<file path="src/rtl/rv_uart_fifo.sv">
// UART transmitter and receiver with a receive FIFO. Both directions share one
// bit-period divisor and a frame format that each FSM latches when a frame starts.
//
// TX states:                          RX states:
// state     | meaning                 state     | meaning
// TX_IDLE   | line high, tx_ready=1   RX_IDLE   | waiting for a falling edge
// TX_START  | driving start bit       RX_START  | start bit, glitch check
// TX_DATA   | driving data, LSB first RX_DATA   | sampling data, LSB first
// TX_PARITY | driving parity bit      RX_PARITY | sampling parity
// TX_STOP1  | first stop bit          RX_STOP1  | first stop bit
// TX_STOP2  | second stop bit         RX_STOP2  | second stop bit
module rv_uart_fifo #(
   parameter int DATA_BITS  = 8,
   parameter int FIFO_DEPTH = 4,
   parameter int DIV_W      = 16
) (
   input  logic                          clk,
   input  logic                          rst,
   input  logic [DIV_W-1:0]              divisor,
   input  logic                          parity_en,
   input  logic                          parity_odd,
   input  logic                          two_stop,
   input  logic [DATA_BITS-1:0]          tx_data,
   input  logic                          tx_valid,
   output logic                          tx_ready,
   output logic                          TX,
   input  logic                          RX,
   output logic [DATA_BITS-1:0]          rx_data,
   output logic                          rx_perr,
   output logic                          rx_ferr,
   output logic                          rx_valid,
   input  logic                          rx_ready,
   output logic [$clog2(FIFO_DEPTH):0]   rx_count,
   output logic                          overrun,
   input  logic                          clr_overrun
);

   localparam int AW = $clog2(FIFO_DEPTH);
   localparam int CW = AW + 1;
   localparam logic [3:0]    LAST_BIT = 4'(DATA_BITS - 1);
   localparam logic [CW-1:0] FULL_CNT = CW'(FIFO_DEPTH);

   typedef enum logic [2:0] {
      TX_IDLE, TX_START, TX_DATA, TX_PARITY, TX_STOP1, TX_STOP2
   } tx_state_t;

   typedef enum logic [2:0] {
      RX_IDLE, RX_START, RX_DATA, RX_PARITY, RX_STOP1, RX_STOP2
   } rx_state_t;

   tx_state_t            tx_state;
   logic [DIV_W-1:0]     tx_cnt;
   logic [3:0]           tx_idx;
   logic [DATA_BITS-1:0] tx_sh;
   logic                 tx_par;
   logic                 tx_pen;
   logic                 tx_two;
   logic                 tx_line;
   logic                 tx_tc;

   assign tx_tc    = (tx_cnt == '0);
   assign tx_ready = (tx_state == TX_IDLE) && !rst;
   assign TX       = tx_line;

   always_ff @(posedge clk) begin
      if (rst) begin
         tx_state <= TX_IDLE;
         tx_cnt   <= '0;
         tx_idx   <= '0;
         tx_sh    <= '0;
         tx_par   <= 1'b0;
         tx_pen   <= 1'b0;
         tx_two   <= 1'b0;
         tx_line  <= 1'b1;
      end else if (tx_state == TX_IDLE) begin
         if (tx_valid) begin
            tx_state <= TX_START;
            tx_line  <= 1'b0;
            tx_cnt   <= divisor;
            tx_idx   <= '0;
            tx_sh    <= tx_data;
            tx_par   <= (^tx_data) ^ parity_odd;
            tx_pen   <= parity_en;
            tx_two   <= two_stop;
         end
      end else if (!tx_tc) begin
         tx_cnt <= tx_cnt - 1'b1;
      end else begin
         tx_cnt <= divisor;
         case (tx_state)
            TX_START: begin
               tx_state <= TX_DATA;
               tx_line  <= tx_sh[0];
            end
            TX_DATA: begin
               if (tx_idx == LAST_BIT) begin
                  tx_state <= tx_pen ? TX_PARITY : TX_STOP1;
                  tx_line  <= tx_pen ? tx_par : 1'b1;
               end else begin
                  tx_idx  <= tx_idx + 1'b1;
                  tx_sh   <= tx_sh >> 1;
                  tx_line <= tx_sh[1];
               end
            end
            TX_PARITY: begin
               tx_state <= TX_STOP1;
               tx_line  <= 1'b1;
            end
            TX_STOP1: tx_state <= tx_two ? TX_STOP2 : TX_IDLE;
            default:  tx_state <= TX_IDLE;
         endcase
      end
   end

   // rx_d is both the edge-detect history and the bit stream the FSM samples,
   // so the detection cycle counts as cycle 0 of the start bit.
   logic [1:0]           rx_sync;
   logic                 rx_s;
   logic                 rx_d;
   rx_state_t            rx_state;
   logic [DIV_W-1:0]     rx_cnt;
   logic [DIV_W-1:0]     rx_half;
   logic [3:0]           rx_idx;
   logic [DATA_BITS-1:0] rx_sh;
   logic                 rx_pen;
   logic                 rx_odd;
   logic                 rx_two;
   logic                 rx_perr_r;
   logic                 rx_ferr_r;
   logic                 rx_mid;
   logic                 rx_tc;
   logic                 rx_push;
   logic                 push_ferr;

   assign rx_s      = rx_sync[1];
   assign rx_half   = divisor - (divisor >> 1);
   assign rx_mid    = (rx_cnt == rx_half);
   assign rx_tc     = (rx_cnt == '0);
   assign rx_push   = rx_mid && (((rx_state == RX_STOP1) && !rx_two) || (rx_state == RX_STOP2));
   assign push_ferr = rx_ferr_r | ~rx_d;

   always_ff @(posedge clk) begin
      if (rst) begin
         rx_sync <= 2'b11;
         rx_d    <= 1'b1;
      end else begin
         rx_sync <= {rx_sync[0], RX};
         rx_d    <= rx_s;
      end
   end

   always_ff @(posedge clk) begin
      if (rst) begin
         rx_state  <= RX_IDLE;
         rx_cnt    <= '0;
         rx_idx    <= '0;
         rx_sh     <= '0;
         rx_pen    <= 1'b0;
         rx_odd    <= 1'b0;
         rx_two    <= 1'b0;
         rx_perr_r <= 1'b0;
         rx_ferr_r <= 1'b0;
      end else if (rx_state == RX_IDLE) begin
         if (rx_d && !rx_s) begin
            rx_state  <= RX_START;
            rx_cnt    <= divisor;
            rx_idx    <= '0;
            rx_pen    <= parity_en;
            rx_odd    <= parity_odd;
            rx_two    <= two_stop;
            rx_perr_r <= 1'b0;
            rx_ferr_r <= 1'b0;
         end
      end else begin
         rx_cnt <= rx_tc ? divisor : rx_cnt - 1'b1;
         case (rx_state)
            RX_START: begin
               if (rx_mid && rx_d) rx_state <= RX_IDLE;
               else if (rx_tc)     rx_state <= RX_DATA;
            end
            RX_DATA: begin
               if (rx_mid) rx_sh <= {rx_d, rx_sh[DATA_BITS-1:1]};
               if (rx_tc) begin
                  if (rx_idx == LAST_BIT) rx_state <= rx_pen ? RX_PARITY : RX_STOP1;
                  else                    rx_idx   <= rx_idx + 1'b1;
               end
            end
            RX_PARITY: begin
               if (rx_mid) rx_perr_r <= (^rx_sh) ^ rx_odd ^ rx_d;
               if (rx_tc)  rx_state  <= RX_STOP1;
            end
            RX_STOP1: begin
               if (rx_mid && !rx_two) begin
                  rx_state <= RX_IDLE;
               end else begin
                  if (rx_mid) rx_ferr_r <= push_ferr;
                  if (rx_tc)  rx_state  <= RX_STOP2;
               end
            end
            default: if (rx_mid) rx_state <= RX_IDLE;
         endcase
      end
   end

   logic [DATA_BITS+1:0] mem [FIFO_DEPTH];
   logic [AW-1:0]        wr_ptr;
   logic [AW-1:0]        rd_ptr;
   logic [CW-1:0]        count;
   logic                 pop;
   logic                 push_ok;
   logic                 drop;

   assign pop      = rx_ready && (count != '0);
   assign push_ok  = rx_push && ((count != FULL_CNT) || pop);
   assign drop     = rx_push && (count == FULL_CNT) && !pop;
   assign rx_valid = (count != '0);
   assign rx_count = count;
   assign {rx_ferr, rx_perr, rx_data} = mem[rd_ptr];

   always_ff @(posedge clk) begin
      if (push_ok && !rst) mem[wr_ptr] <= {push_ferr, rx_perr_r, rx_sh};
   end

   always_ff @(posedge clk) begin
      if (rst) begin
         wr_ptr  <= '0;
         rd_ptr  <= '0;
         count   <= '0;
         overrun <= 1'b0;
      end else begin
         if (push_ok) wr_ptr <= wr_ptr + 1'b1;
         if (pop)     rd_ptr <= rd_ptr + 1'b1;
         count <= count + CW'(push_ok) - CW'(pop);
         if (drop)             overrun <= 1'b1;
         else if (clr_overrun) overrun <= 1'b0;
      end
   end

endmodule

</file>
<file path="config.mk">
export PLATFORM = sky130hd
export DESIGN_NAME = rv_uart_fifo
export DESIGN_NICKNAME = d
export VERILOG_FILES = /design/src/rtl/rv_uart_fifo.sv
export SDC_FILE = /design/constraint.sdc
export NUM_CORES = 1
export LEC_CHECK = 0
export ABC_AREA = 1
export BUFFER_PORTS_ARGS = -buffer_cell sky130_fd_sc_hd__buf_2
export CAP_MARGIN = 20
export CORE_MARGIN = 3
export CORE_UTILIZATION = 60
export CTS_BUF_LIST = sky130_fd_sc_hd__clkbuf_16
export DETAILED_ROUTE_END_ITERATION = 10
export PLACE_DENSITY = 0.81
export SLEW_MARGIN = 20
export SYNTH_ARGS = -nofsm -noshare
export SYNTH_HDL_FRONTEND = slang
export SYNTH_SLANG_ARGS = --single-unit
</file>
<file path="constraint.sdc">
create_clock -name clk -period 8.2 [get_ports clk]
set_clock_uncertainty 0.2 [all_clocks]
set_input_delay 0.82 -clock clk [delete_from_list [all_inputs] [get_ports clk]]
set_output_delay 0.82 -clock clk [all_outputs]
set_load 0.01 [all_outputs]
</file>
Word-level counts from Yosys, hierarchy flattened

Memories as Yosys holds them, arrays and structs flattened. A register that Yosys moved wholly into a read port is not among the register bits.
Cells that the tools add are included.

Eq/ne operators: 25
Bitwise gates (word level): 6
Muxes and demuxes: 60
Reductions and logical operators: 44
Add/subtract/negate cells: 9

Operators with widths:

| operator                                            | number |
|---|---|
| 2-to-1 mux 16 bit                                   | 6 |
| 2-to-1 mux 3 bit                                    | 17 |
| 2-to-1 mux 4 bit                                    | 10 |
| 2-to-1 mux 8 bit                                    | 5 |
| logical NOT 16 bit                                  | 2 |
| subtractor 16 x 1 -> 16 bit (second input constant) | 2 |
| case mux 3 bit (4 select lines)                     | 2 |
| 2-to-1 mux 1 bit                                    | 17 |
| == test 16 bit                                      | 1 |
| nonzero test 2 bit                                  | 8 |
| parity 8 bit                                        | 2 |
| subtractor 16 x 15 -> 16 bit                        | 1 |
| inequality test 3 bit (second input constant)       | 5 |
| == test 3 x 2 -> 1 bit (second input constant)      | 4 |
| == test 3 bit (second input constant)               | 4 |
| AND reduction 3 bit                                 | 4 |
| AND reduction 4 bit                                 | 3 |
| logical AND 1 bit                                   | 11 |
| adder 4 x 1 -> 4 bit (second input constant)        | 2 |
| == test 4 x 3 -> 1 bit (second input constant)      | 2 |
| inequality test 2 bit (second input constant)       | 4 |
| AND reduction 7 bit                                 | 1 |
| == test 3 x 1 -> 1 bit (second input constant)      | 2 |
| logical NOT 3 bit                                   | 2 |
| 17 further kinds                                    | 27 |

Logic and storage cells: 168
Output and inout bits: 17
Memory bits (writable): 40
Memories kept: 1
Bits of input ports: 33
Register bits: 82

Memory list:

| memory | words | width | rd ports | clocked after memory_dff | wr ports | line | text |
|---|---|---|---|---|---|---|---|
| mem    | 4     | 10    | 1        | 1                        | 1        | 205  | `logic [DATA_BITS+1:0] mem [FIFO_DEPTH];` |

Logic depth before layout (Yosys ltp)

Word-level depth: 8
Depth in mapped cells: 24

Worst setup path before layout

OpenSTA, ideal clock, no wires.

Path kind: in2reg
Start point: input port divisor[0]
End point: register count[2], in the netlist rx_count[2]
Library setup time: 70 ps
Path slack: 4268 ps
Arrival: 3662 ps
Stages: 22
Path through: inv_1 -> ha_1 -> fa_1 -> inv_1 -> nand2_2 -> nand2_2 -> nand2_1 -> nand2_1 -> nand2_1 -> nor2_1 -> nand3_1 -> nor2_4 -> nand3_4 -> nor2_8 -> nand3_4 -> o21ai_0 -> o21ai_0 -> ha_1 -> fa_1 -> inv_1 -> o21ai_0 -> a21oi_1

Longest elaborated chain between the ends: 6

RTL lines:

| what                         | line | text |
|---|---|---|
| from (decl)                  | 19   | `input logic [DIV_W-1:0] divisor,` |
| subtractor 16 x 15 -> 16 bit | 136  | `assign rx_half = divisor - (divisor >> 1);` |
| == test 16 bit               | 137  | `assign rx_mid = (rx_cnt == rx_half);` |
| logical AND 1 bit            | 139  | `assign rx_push = rx_mid && (((rx_state == RX_STOP1) && !rx_two) \|\| (rx_state == RX_STOP2));` |
| logical AND 1 bit            | 214  | `assign push_ok = rx_push && ((count != FULL_CNT) \|\| pop);` |
| adder 3 x 1 -> 3 bit         | 233  | `count <= count + CW'(push_ok) - CW'(pop);` |
| subtractor 3 x 1 -> 3 bit    | 233  |  |
| to (signal assigned)         | 233  |  |
| to (decl)                    | 208  | `logic [CW-1:0] count;` |

No other way between the ends.
A chain may end at the register's enable or synchronous reset.

Worst setup path after layout

Start point: input port divisor[1]
End point: memory mem[3][6] (netlist name), enable pin

Longest elaborated chain between the ends: 7

RTL lines:

| what                                   | line | text |
|---|---|---|
| subtractor 16 x 15 -> 16 bit           | 136  |  |
| == test 16 bit                         | 137  |  |
| logical AND 1 bit                      | 139  |  |
| logical AND 1 bit                      | 214  |  |
| logical AND 1 bit                      | 221  | `if (push_ok && !rst) mem[wr_ptr] <= {push_ferr, rx_perr_r, rx_sh};` |
| 2-to-1 mux 1 bit                       | 221  |  |
| 2-to-1 mux 1 bit (implied by the code) | 221  |  |
| to (decl)                              | 205  |  |

No other way between the ends.

==> out/metrics.cfg <==
[run_status]
run_status=finished clean

[layout]
diodes=0
mostFrequentLayoutCells=174 x sky130_fd_sc_hd__nand2_1, 120 x sky130_fd_sc_hd__inv_1, 117 x sky130_fd_sc_hd__nor2_1
drive_above_1_share_pct=13.1
nets=1069
finish.instance_area_sq_um=8160
number_of_non_filler_instances_in_the_completed_layout=1163
layout.filler_cells=981
area_overhead_vs_synth_pct=11.9
register_area_sq_um=2880
layout_commonest_cell=sky130_fd_sc_hd__nand2_1
multiInputGateArea_sq_um=3760

[yosys]
synth_compound_gate_area_share_pct=16.0
netlist_area_sq_um=7290
mappedNetlistNets=1028
area_share_of_fa_ha_maj_cells_after_synthesis_pct=5.01
netlist.top_cell.by_area=sky130_fd_sc_hd__dfxtp_1
ys_async_sr_fraction_pct=0
synth-main-ff-cell=sky130_fd_sc_hd__dfxtp_1
syn-instance-count=967
number_of_flops_mapped_to_enable_cells_by_yosys=40
post_synth.cell_area_avg_sq_um=7.54
synth.lib_cells_used.distinct=51
synthDominantCellAreaShare_pct=23.1
yosys.area_share.xor_xnor_pct=5.77
flop_and_latch_count_out_of_synthesis=124
yosysWarnings=0
cells_taking_the_most_area_after_synthesis=sky130_fd_sc_hd__dfxtp_1 23%, sky130_fd_sc_hd__edfxtp_1 16%, sky130_fd_sc_hd__nand2_1 9.0%, sky130_fd_sc_hd__inv_1 6.2%, sky130_fd_sc_hd__o21ai_0 6.1%
synth-seq-area-share_pct=39.6
synth_top_family_by_area=simple AND/OR/NAND/NOR gates
synthMuxAreaShare_pct=0
simple_gate_area_share_of_the_yosys_netlist_pct=24.8

[route]
average_wire_per_standard_cell_microns=14.3
postRouteAntennaNets=0
ratio_of_routed_vias_to_standard_cells=5.59
dr.pass1.iters=6
routed_wl_microns=16700
remaining_drc_errors=0
via_count=6498
drt_iter0_drc=739

[setup_path]
number_of_cells_traversed_by_the_worst_register_to_register_path=11
cp_data_required_time_ns=8.03
critPathKind=input pin to flip-flop
crit-reg2reg-launch=tx_state[0]
critPathCapture=mem[3][6]
r2r_end=tx_idx[0]
timing.reg2reg.setup_slack_ns=4.91
arrival_ns=3.80
worst_setup_path_end_kind=flip-flop
worst_setup_path_start_kind=input pin
source_of_the_critical_timing_path=divisor[1]
worstPathMaxFanout=10

[timing]
hold_viol_final=0
worst_relative_slew_slack_pct=34.0
final_number_of_max_transition_violations=0
finalSetupViolations=0
timing.setup.tns_ns=0
finalCriticalPeriod_ns=3.97
tightest_slew_ns=0.986
fin_crit_sh_pct=48.4
fmaxAchievable_mhz=252
rsz_0062_raised_after_global_routing=false
holdWs_ns=0.241

[global_routing]
first_global_vias=6050
maximum_number_of_pins_on_one_net_before_global_route_repair=47
grt_first_pass_wirelength_microns=28000
global_route.overflow_total=0
grt_antenna_before_repair=0
gr-usage-all-layers_pct=26.0

[place]
gpl.final_weighted_congestion=0.871
detailedPlacementHpwl_microns=11800
post-place-cells=1132
io_buffer_count=49
post_dp_cell_area_sq_um=7590

[pwr]
internal-power_uw=1590
vdd_ir_drop_max_mv=0.303
netSwitchingFraction_pct=42.4
static-leakage-power_uw=0.00359
p_per_area_nw_per_um2=338
combPwrFrac_pct=41.9
seq_power_share_pct=32.1
clock_power_share_pct=26.0
fin_total_pwr_uw=2750
p_sw_uw=1170

[clock_network]
cts-buffers-inserted=17
cts.repair.resized=0
worst_skew_pair.late_latency_ns=0.41
postCtsHoldBufs=0
post_cts_buffers=0
clock-sinks=124
clockBufferDepth=2
cts_tree=done
htree_num_levels=4
cts.root.buffer_cell=sky130_fd_sc_hd__clkbuf_16
worst_setup_hold_path_clk_slew_ns=0.05

[floorplanning]
floorplan.initialDensity_pct=62.5
placeableCoreArea_sq_um=11700
fp-row-count=39
die_area_sq_um=13500
top_level_ports=50
chipWidth_microns=116
die_height_microns=116

[hold_path]
holdCritPathClass=flip-flop to flip-flop

[job]
maxCapViolations=0

[cells in the mapped netlist, types with 6 or more instances]
cell	n
sky130_fd_sc_hd__nand4_1	11
sky130_fd_sc_hd__nand2_1	174
sky130_fd_sc_hd__inv_2	15
sky130_fd_sc_hd__inv_1	120
sky130_fd_sc_hd__edfxtp_1	40
sky130_fd_sc_hd__a211oi_2	6
sky130_fd_sc_hd__xor2_1	21
sky130_fd_sc_hd__ha_1	26
sky130_fd_sc_hd__nand3_1	42
sky130_fd_sc_hd__dfxtp_1	84
sky130_fd_sc_hd__o211ai_1	7
sky130_fd_sc_hd__o22ai_1	10
sky130_fd_sc_hd__a31oi_1	14
sky130_fd_sc_hd__o21ai_0	89
sky130_fd_sc_hd__clkbuf_1	20
sky130_fd_sc_hd__nor3_1	14
sky130_fd_sc_hd__a21oi_1	52
sky130_fd_sc_hd__nor2_1	117
sky130_fd_sc_hd__xnor2_1	27
sky130_fd_sc_hd__nand2_2	11
[metal layers]
layer  vias to the layer above  part of all wire (%)  GRT usage, %
met5                         -                     0             0
met4                         0                   2.0          9.28
met3                        30                   7.7          5.75
met2                       233                    45          40.7
met1                      2943                    45          35.7
li1                       3292                     -             -
[logic make-up after synthesis]
family	Yosys count
compound gates	200
simple gates	403
fa+ha+maj	28
flops	124
buf+inv	164
xor+xnor	48
[flip-flops by register name, summed over array words and instances (netlist names), 2 cells and up, named ones only]
signal	flops
rx_cnt	16
rx_idx	4
tx_state	3
tx_sh	8
tx_cnt	16
rx_count	3
rd_ptr	2
tx_idx	4
rx_sh	8
rx_state	3
mem	40
wr_ptr	2
rx_sync	2
[metrics by stage]
stage / setup slack, ns / utilization, %
floorplan: 4.27 / -
global placement: 3.93 / 65.0
detailed placement: 3.83 / 65.0
CTS: 4.24 / 69.9
global route: 3.95 / 69.9
finish: 4.23 / 69.9
[power by group through the flow]
stage               Clock [uW]  Sequential, uW  Combinational (uW)
floorplan                    0             854                 920
global placement             0             889                1100
detailed placement           0             891                1120
global route               756             903                1310
CTS                        723             880                1140
finish                     717             884                1150
[worst min path at each step]
| stage | startpoint | to | slack [ns] | cells past startpoint |
|---|---|---|---|---|
| 4_1_cts | rx_sync[0] | rx_sync[1] | 0.23 | 1 |
| 2_1_floorplan | rx_sync[0] | rx_sync[1] | 0.19 | 1 |
| 6_report | rx_sync[0] | rx_sync[1] | 0.24 | 1 |
| 3_3_place_gp | rx_sync[0] | rx_sync[1] | 0.22 | 1 |
| 5_1_grt | rx_sync[0] | rx_sync[1] | 0.24 | 1 |
| 3_5_place_dp | rx_sync[0] | rx_sync[1] | 0.21 | 1 |
[final cells by class]
type                    instances  area share, %
well taps                     143           2.19
repair buffers                 50           3.10
inverters                     136           6.26
clock inverters                14           1.76
clock buffers                  17           5.22
flip-flops and latches        124           35.3
multi-input cells             679           46.1
[critical path, cell delays in order]
cell,delay (ns)
sky130_fd_sc_hd__buf_2,0.14
sky130_fd_sc_hd__ha_1,0.23
sky130_fd_sc_hd__fa_1,0.46
sky130_fd_sc_hd__inv_1,0.10
sky130_fd_sc_hd__nand2_2,0.05
sky130_fd_sc_hd__nand2_2,0.10
sky130_fd_sc_hd__nand3_2,0.09
sky130_fd_sc_hd__nand2_2,0.09
sky130_fd_sc_hd__nand2_1,0.05
sky130_fd_sc_hd__nand2_1,0.05
sky130_fd_sc_hd__nand3_1,0.10
sky130_fd_sc_hd__nor2_4,0.11
sky130_fd_sc_hd__nand3_4,0.10
sky130_fd_sc_hd__nor2_8,0.12
sky130_fd_sc_hd__nand3_4,0.12
sky130_fd_sc_hd__nor2_4,0.13
sky130_fd_sc_hd__nand3_1,0.15
sky130_fd_sc_hd__nor2_1,0.78
Power figures use the tool's default switching activity.
